==> src/rtl/esm_pkg.sv <==
// Shared definitions for the ESM instruction buffer: reader FSM states
// and ring-index arithmetic common to the writer and reader sides.
package esm_pkg;

  typedef enum logic {
    IDLE    = 1'b0,
    PRESENT = 1'b1
  } state_e;

  localparam int unsigned DEFAULT_BS = 16;

  // Ring occupancy with natural wrap; depth is a power of two, so masking
  // the 32-bit difference is the same as wrapping in $clog2(depth) bits.
  function automatic logic [31:0] ring_occ(input logic [31:0] wr_idx,
                                           input logic [31:0] rd_idx,
                                           input int unsigned depth);
    return (wr_idx - rd_idx) & (depth - 32'd1);
  endfunction

  function automatic bit bs_is_valid(input int unsigned depth);
    return (depth >= 2) && ((depth & (depth - 1)) == 0);
  endfunction

endpackage

==> src/rtl/ring_occupancy.sv <==
// Occupancy, empty and full flags of a power-of-two ring, shared by the
// ESM writer and reader.
module ring_occupancy
  import esm_pkg::*;
#(
  parameter int unsigned bs = DEFAULT_BS
) (
  input  logic [$clog2(bs)-1:0] wr_index,
  input  logic [$clog2(bs)-1:0] rd_index,
  output logic                  empty,
  output logic                  buf_full
);

  localparam int IDX_W = $clog2(bs);

  logic [IDX_W-1:0] occupancy;

  assign occupancy = IDX_W'(ring_occ(32'(wr_index), 32'(rd_index), bs));
  assign empty     = (occupancy == '0);
  // One slot stays unused so that full and empty remain distinguishable.
  assign buf_full  = (occupancy == IDX_W'(bs - 1));

endmodule

==> src/rtl/instr_buffer_reader.sv <==
// Drains the ESM instruction ring in program order, retires bubble slots
// and presents real instructions on a valid/ready port.
module instr_buffer_reader
  import esm_pkg::*;
#(
  parameter int unsigned Instruction_word_size = 32,
  parameter int unsigned bs                    = DEFAULT_BS
) (
  input  logic                             clk,
  input  logic                             rst,
  input  logic [$clog2(bs)-1:0]            wr_index,
  input  logic [0:bs-1]                    valid_entries,
  input  logic [Instruction_word_size-1:0] buf_rd_data,
  output logic [$clog2(bs)-1:0]            rd_index,
  output logic [0:bs-1]                    clr_valid,
  output logic [Instruction_word_size-1:0] Instr_out,
  output logic                             out_valid,
  input  logic                             out_ready,
  input  logic                             flush,
  output logic                             empty,
  output logic                             buf_full
);

  localparam int IDX_W = $clog2(bs);

  if (!bs_is_valid(bs)) begin : g_bad_bs
    $error("instr_buffer_reader: bs must be a power of two and at least 2");
  end

  state_e                           state_q, state_d;
  logic [IDX_W-1:0]                 rd_index_q, rd_index_d;
  logic [Instruction_word_size-1:0] instr_q, instr_d;
  logic                             out_valid_q, out_valid_d;
  logic [0:bs-1]                    clr_valid_q, clr_valid_d;

  ring_occupancy #(.bs(bs)) u_occ (
    .wr_index (wr_index),
    .rd_index (rd_index_q),
    .empty    (empty),
    .buf_full (buf_full)
  );

  always_comb begin
    // NOTE: every signal gets a hold/idle default before any branch, so no
    // path through this block leaves a value unassigned and infers a latch.
    state_d     = state_q;
    rd_index_d  = rd_index_q;
    instr_d     = instr_q;
    out_valid_d = out_valid_q;
    clr_valid_d = '0;

    if (flush) begin
      // Flush outranks a same-cycle handshake; the all-ones strobe also
      // covers the slot that would have been retired.
      rd_index_d  = wr_index;
      clr_valid_d = '1;
      out_valid_d = 1'b0;
      state_d     = IDLE;
    end else begin
      unique case (state_q)
        IDLE: begin
          if (!empty) begin
            if (valid_entries[rd_index_q]) begin
              instr_d     = buf_rd_data;
              out_valid_d = 1'b1;
              state_d     = PRESENT;
            end else begin
              clr_valid_d[rd_index_q] = 1'b1;
              rd_index_d              = rd_index_q + IDX_W'(1);
            end
          end
        end
        PRESENT: begin
          if (out_ready) begin
            clr_valid_d[rd_index_q] = 1'b1;
            rd_index_d              = rd_index_q + IDX_W'(1);
            out_valid_d             = 1'b0;
            state_d                 = IDLE;
          end
        end
        default: state_d = IDLE;
      endcase
    end
  end

  // NOTE: state registers use non-blocking assignments so every flop samples
  // the pre-edge values regardless of statement order.
  always_ff @(posedge clk or posedge rst) begin
    if (rst) begin
      state_q     <= IDLE;
      rd_index_q  <= '0;
      instr_q     <= '0;
      out_valid_q <= 1'b0;
      clr_valid_q <= '0;
    end else begin
      state_q     <= state_d;
      rd_index_q  <= rd_index_d;
      instr_q     <= instr_d;
      out_valid_q <= out_valid_d;
      clr_valid_q <= clr_valid_d;
    end
  end

  assign rd_index  = rd_index_q;
  assign Instr_out = instr_q;
  assign out_valid = out_valid_q;
  assign clr_valid = clr_valid_q;

endmodule

==> config.mk <==
export PLATFORM = sky130hd
export DESIGN_NAME = instr_buffer_reader
export DESIGN_NICKNAME = d
export VERILOG_FILES = /design/src/rtl/esm_pkg.sv /design/src/rtl/ring_occupancy.sv /design/src/rtl/instr_buffer_reader.sv
export SDC_FILE = /design/constraint.sdc
export NUM_CORES = 1
export LEC_CHECK = 0
export CAP_MARGIN = 20
export CORE_ASPECT_RATIO = 1.2
export CORE_MARGIN = 2
export CORE_UTILIZATION = 35
export CTS_BUF_LIST = sky130_fd_sc_hd__clkbuf_2
export DETAILED_ROUTE_END_ITERATION = 10
export PLACE_DENSITY = 0.71
export RECOVER_POWER = 100
export SETUP_SLACK_MARGIN = 0.15
export SLEW_MARGIN = 20
export SYNTH_ARGS = -nofsm -noshare
export SYNTH_HDL_FRONTEND = slang
export SYNTH_SLANG_ARGS = --single-unit
==> constraint.sdc <==
create_clock -name clk -period 2.6 [get_ports clk]
set_clock_uncertainty 0.05 [all_clocks]
set_input_delay 0.39 -clock clk [delete_from_list [all_inputs] [get_ports clk]]
set_output_delay 0.39 -clock clk [all_outputs]
set_load 0.01 [all_outputs]
==> impl_metrics.py, run 1 <==
metrics = {
    "worst_setup_path": {
        "path_common_cell": "inv_2",
        "crit_arrival_ns": 2.27,
        "crit_path_max_incr_delay_ns": 0.48,
        "slowest_stage": "dfrtp_2",
        "cp.required_ns": 2.16,
        "critPathKind": "reg -> out",
        "worstPathCellList": "ha_4 -> inv_2 -> fa_2 -> nand3b_1 -> or3_4 -> inv_2 -> buf_6",
        "rr_endpoint": "Instr_out[1]",
        "rrSetupSlack_ns": -0.11,
        "rr_startpoint": "rd_index[0]",
        "crit_path_max_fanout": 2,
        "r2r_cells": 9,
        "endpoint_kind": "output pin",
        "critPathLaunchType": "flip-flop",
    },
    "floorplan": {
        "fp-row-count": 33,
        "num_io_pins": 111,
        "dieWidth_microns": 81.3,
        "initial_core_util_pct": 36.4,
        "core_area_sq_mm": 0.00690,
        "fp.dieH_microns": 96.8,
        "die_area_sq_mm": 0.00787,
    },
    "power_and_ir_drop": {
        "power_density_mw_per_mm2": 1090,
        "leakage_nw": 1.77,
        "ir_drop_mv": 0.478,
        "power_mw": 4.43,
    },
    "placement": {
        "gp_congestion": 0.724,
        "place_area_sq_mm": 0.00382,
        "port_buffers": 110,
        "dp_hpwl_mm": 4.54,
    },
    "timing": {
        "hold_violations": 0,
        "period_share_pct": 104,
        "rsz0062_at_grt": "true",
        "worst_pin_slew_ns": 1.31,
        "drv_slew": 0,
        "setup_violations": 34,
        "fin_ws_ns": -0.113,
        "period_minus_slack_ns": 2.71,
        "maxSlewHeadroom_pct": 12.6,
        "clock.fmax_ghz": 0.369,
    },
    "finish": {
        "n_antenna_cell": 0,
        "fin_area_sq_mm": 0.00405,
        "drive_above_1_share_pct": 29.2,
        "layout.nets": 385,
        "areaGrowthSynthToFinish_pct": 61.4,
    },
    "logic_synthesis": {
        "syn_nets": 248,
        "synthFlopType": "dfrtp_1",
        "synth_cell_type_count": 44,
        "yosys.area.top_type_share_pct": 53.8,
        "yosys.area.top_type": "dfrtp_1",
        "synth_cells": 184,
        "netlist_area_sq_mm": 0.00251,
        "synthArstFlopShare_pct": 100,
        "ys_top_cells_by_area": "dfrtp_1, mux2_2, a31o_1",
        "ys_ff_latch": 54,
        "synthTopCellsByCount": "dfrtp_1, mux2_2, a31o_1, inv_1",
        "avgSynthCellArea_sq_um": 13.7,
        "synth-edff-count": 0,
        "yosysMostFrequentCell": "dfrtp_1",
        "synth_warnings": 0,
        "synth.yosys.seq_area_share_pct": 53.8,
    },
    "outcome": {
        "outcome": "complete, but fails checks",
        "violations": "negative setup slack",
    },
    "routing": {
        "drt-total-wl_mm": 6.32,
        "detail_route.vias_per_cell": 4.95,
        "highest_layer": "met4",
        "met2_length_mm": 3.27,
        "drtIter0Drc": 60,
        "first_pass_iters": 4,
        "wl_met3_microns": 329,
        "num_vias": 2026,
        "drt-met1-wl_mm": 2.60,
        "drtAntennaViolNets": 0,
        "wl_per_cell_microns": 15.5,
        "drc_errors": 0,
    },
    "clock_tree": {
        "htree_levels": 2,
        "cts_sinks": 54,
        "cts_inserted_buffers": 5,
        "path_clk_slew_ns": 0.24,
        "root_buffer": "clkbuf_2",
        "insertion_delay_ns": 0.43,
        "cts_tree": "done",
        "cts_max_path_buffers": 2,
    },
    "hold_path": {
        "hold_end": "rd_index[0]",
        "hp-start": "wr_index[0]",
        "hp-class": "in -> reg",
        "min_path_cells": 3,
    },
    "grt": {
        "grt_usage_pct": 16.3,
        "grt_max_degree": 55,
        "antenna_found_initial": 0,
        "grt_overflow_total": 0,
        "grt_pass1_wl_mm": 9.94,
        "grt_pass1_vias": 2004,
    },
    "job": {
        "max_cap_viol_count": 0,
    },
}
how the worst max path moves through the flow:
| stage | cells after the start | slack (ns) | end | startpoint |
|---|---|---|---|---|
| 2_1_floorplan | 9 | 0.17 | Instr_out[0] | rd_index[0] |
| 3_3_place_gp | 9 | -0.58 | empty | wr_index[0] |
| 3_5_place_dp | 9 | -0.59 | empty | wr_index[0] |
| 4_1_cts | 7 | -0.15 | empty | rd_index[0] |
| 5_1_grt | 7 | -0.24 | empty | rd_index[0] |
| 6_report | 7 | -0.11 | empty | rd_index[0] |
cell type report:
type / instances / area, sq um
well taps: 87 / 109
inverters: 9 / 33.8
multi-input cells: 113 / 1120
repair buffers: 138 / 1390
clock buffers: 6 / 30.0
clock inverters: 2 / 13.8
fillers: 572 / 2840
flip-flops and latches: 54 / 1350
state kept, by name, indices dropped and copies added (netlist names):
name,count
state_q,1
rd_index,4
Instr_out,32
clr_valid,16
out_valid,1
layout by cell type, fill, tap and decap left out, types with 3 or more instances in the layout:
cell type        instances
buf_6                    6
inv_2                    3
clkbuf_2                 8
inv_1                    5
mux2_2                  24
dlygate4sd3_1           53
mux4_2                   3
a21oi_1                  4
o21ai_0                  3
buf_4                   17
mux2_4                   8
a31o_2                   6
buf_16                   3
nor2_1                   7
a31o_1                  10
nand2_1                  5
dfrtp_1                 52
clkdlybuf4s50_1         54
ha_1                     6
power by group:
group,internal [mW],leakage (nW),switching (mW)
Combinational,1.60,1.10,1.18
Clock,0.0711,0.0330,0.255
Sequential,1.18,0.633,0.148
Total,2.85,1.77,1.58
per-stage QoR:
stage          instances  setup TNS, ns  setup slack [ns]  hold WS [ns]  util [%]
2_1_floorplan        184              0             0.166         0.463         -
5_1_grt              409          -4.45            -0.236         0.307      58.8
6_report             409          -1.56            -0.113         0.321      58.8
4_1_cts              407          -1.14            -0.152         0.293      58.3
3_3_place_gp         391         -19.60            -0.579         0.425      55.4
3_5_place_dp         391         -20.52            -0.595         0.434      55.4
routing by layer:
| layer | up-vias | global-route usage [%] |
|---|---|---|
| met5 | - | 0 |
| met4 | 0 | 6.39 |
| met3 | 10 | 2.89 |
| met1 | 1005 | 20.4 |
| li1 | 947 | - |
| met2 | 64 | 27.4 |
worst max-delay path, delay by kind of cell (launching register included):
kind                       cells  cell delay [ns]
DFF                            1             0.48
adders and majority gates      2             0.59
and+or+nand+nor                2             0.59
buffers and inverters          3             0.20
kinds of logic after synthesis:
| logic type | synth area share (%) |
|---|---|
| buffers and inverters | 3.59 |
| multiplexers | 18.9 |
| AO/OA/AOI/OAI | 11.5 |
| AND/OR/NAND/NOR | 7.27 |
| XOR/XNOR | 0.697 |
| adder cells (fa/ha/maj) | 4.28 |
| flip-flops | 53.8 |
what timing repair did:
action / 4_1_cts / 5_1_grt
setup buffers: 5 / 2
cloned: 3 / 0
gates resized for setup: 24 / 12
pin swaps: 4 / 4
endpoints found under the setup margin: 34 / 34
hold buffers: 0 / 0
Note: power is estimated with default switching activity, not from simulation.
==> run 2, diff against run 1 <==
- PLACE_DENSITY: 0.71 -> 0.69
- clock period: 2.6 -> 2.5 ns (I/O delays scaled with it)
==> impl_metrics.py, run 2 (synthesis results as in run 1) <==
metrics = {
    "worst_setup_path": {
        "cp.required_ns": 2.77,
        "crit_buf_inv": 4,
        "crit_arrival_ns": 3.03,
        "critPathLaunchType": "flip-flop",
        "cp_top_family": "simple AND/OR/NAND/NOR gates",
        "crit_path_max_incr_delay_ns": 0.49,
        "slowest_stage": "dfrtp_2",
        "rrSetupSlack_ns": -0.26,
        "crit_path_max_fanout": 8,
        "worstPathCellList": "ha_4 -> inv_2 -> fa_2 -> nand3b_1 -> or3_4 -> buf_4 -> nand3_2 -> buf_12 -> buf_16 -> mux2_2",
        "endpoint_kind": "flip-flop",
        "critPathKind": "reg -> reg",
    },
    "finish": {
        "nFillCells": 575,
        "n_antenna_cell": 0,
        "largest_register_ffs": 32,
        "multi_input_area_sq_mm": 0.00120,
        "layout.nets": 390,
        "fin_cells": 414,
        "drive_above_1_share_pct": 33.3,
        "seqCellArea_sq_mm": 0.00135,
        "final_cell_mix": "dlygate4sd3_1, clkdlybuf4s50_1, dfrtp_1",
        "final_common_cell": "dlygate4sd3_1",
        "areaGrowthSynthToFinish_pct": 67.9,
    },
    "power_and_ir_drop": {
        "leakage_nw": 1.82,
        "ir_drop_mv": 0.692,
        "power_density_mw_per_mm2": 1180,
    },
    "job": {
        "max_cap_viol_count": 0,
    },
    "floorplan": {
        "fp-row-count": 33,
        "initial_core_util_pct": 36.4,
        "fp.dieH_microns": 96.8,
        "num_io_pins": 111,
        "core_area_sq_mm": 0.00690,
        "die_area_sq_mm": 0.00787,
        "dieWidth_microns": 81.3,
    },
    "clock_tree": {
        "htree_levels": 2,
        "insertion_delay_ns": 0.43,
        "root_buffer": "clkbuf_2",
        "path_clk_slew_ns": 0.25,
        "cts_max_path_buffers": 2,
        "cts_sinks": 54,
        "cts_tree": "done",
        "cts_inserted_buffers": 5,
    },
    "grt": {
        "grt_max_degree": 31,
        "grt_pass1_vias": 1994,
        "antenna_found_initial": 0,
        "grt_pass1_wl_mm": 10.0,
        "grt_usage_pct": 16.4,
        "grt_overflow_total": 0,
    },
    "routing": {
        "first_pass_iters": 4,
        "detail_route.vias_per_cell": 4.92,
        "drc_errors": 0,
        "drtAntennaViolNets": 0,
        "wl_per_cell_microns": 16.1,
        "drtIter0Drc": 194,
        "drt-total-wl_mm": 6.67,
        "num_vias": 2036,
    },
    "outcome": {
        "violations": "negative setup slack",
        "outcome": "complete, but fails checks",
    },
    "placement": {
        "port_buffers": 110,
        "gp_congestion": 0.728,
        "dp_cells": 389,
        "dp_hpwl_mm": 4.59,
    },
    "timing": {
        "worst_pin_slew_ns": 0.862,
        "period_share_pct": 110,
        "hold_violations": 0,
        "hold_ws_ns": 0.388,
        "period_minus_slack_ns": 2.76,
        "setup_violations": 33,
        "drv_slew": 0,
        "rsz0062_at_grt": "true",
        "clock.fmax_ghz": 0.362,
        "fin_ws_ns": -0.260,
        "maxSlewHeadroom_pct": 42.5,
    },
    "hold_path": {
        "hp-class": "in -> reg",
    },
}
==> run 2: repair_timing <==
item                       4_1_cts  5_1_grt
hold buffers                     0        0
setup buffers                    5        8
setup endpoints to repair       34       54
gates resized for setup         19       25
cloned                           3        1
pin swaps                        0       21
==> run 2: tightest hold or removal path, stage by stage <==
cell           delay, ns
dlygate4sd2_1       0.26
a21oi_1             0.12
nand3_2             0.08
==> run 2: final cells by class <==
| cell class | instances | share of cell area [%] |
|---|---|---|
| Inverter | 9 | 0.801 |
| Clock buffer | 5 | 0.593 |
| Clock inverter | 3 | 0.386 |
| Tap cell | 87 | 2.58 |
| Timing Repair Buffer | 142 | 35.0 |
| Sequential cell | 54 | 32.1 |
| Multi-Input combinational cell | 114 | 28.6 |
==> run 2: report_power, final <==
| part | switching [mW] | total (mW) | internal [mW] |
|---|---|---|---|
| logic | 1.38 | 3.29 | 1.91 |
| clock network | 0.262 | 0.326 | 0.0640 |
| registers | 0.154 | 1.38 | 1.22 |
| total | 1.79 | 4.99 | 3.20 |
==> run 2: metal layers <==
layer | GRT usage [%] | routed length, microns
met3 | 2.89 | 368
met4 | 5.35 | 131
met5 | 0 | 0
met1 | 20.3 | 2650
met2 | 28.4 | 3520
==> run 2: final timing paths <==
check / startpoint / endpoint / cells past startpoint
hold reg to reg: out_valid / out_valid / 2
setup / recovery: rd_index[0] / Instr_out[2] / 10
min in group asynchronous: rst / Instr_out[5] / 2
hold / removal: wr_index[0] / rd_index[0] / 3
max in group asynchronous: rst / rd_index[0] / 3
setup reg to reg: rd_index[0] / Instr_out[2] / 10
==> run 2: metrics by stage <==
stage	cell area, sq um	worst slack (ns)	utilization (%)	TNS, ns	total power, mW
2_1_floorplan	2560	0.131	-	0	2.92
3_3_place_gp	3860	-0.622	55.9	-21.95	4.04
3_5_place_dp	3860	-0.644	55.9	-23.42	4.09
4_1_cts	4060	-0.208	58.9	-4.03	4.76
5_1_grt	4220	-0.309	61.2	-8.47	5.34
6_report	4220	-0.260	61.2	-6.92	4.99
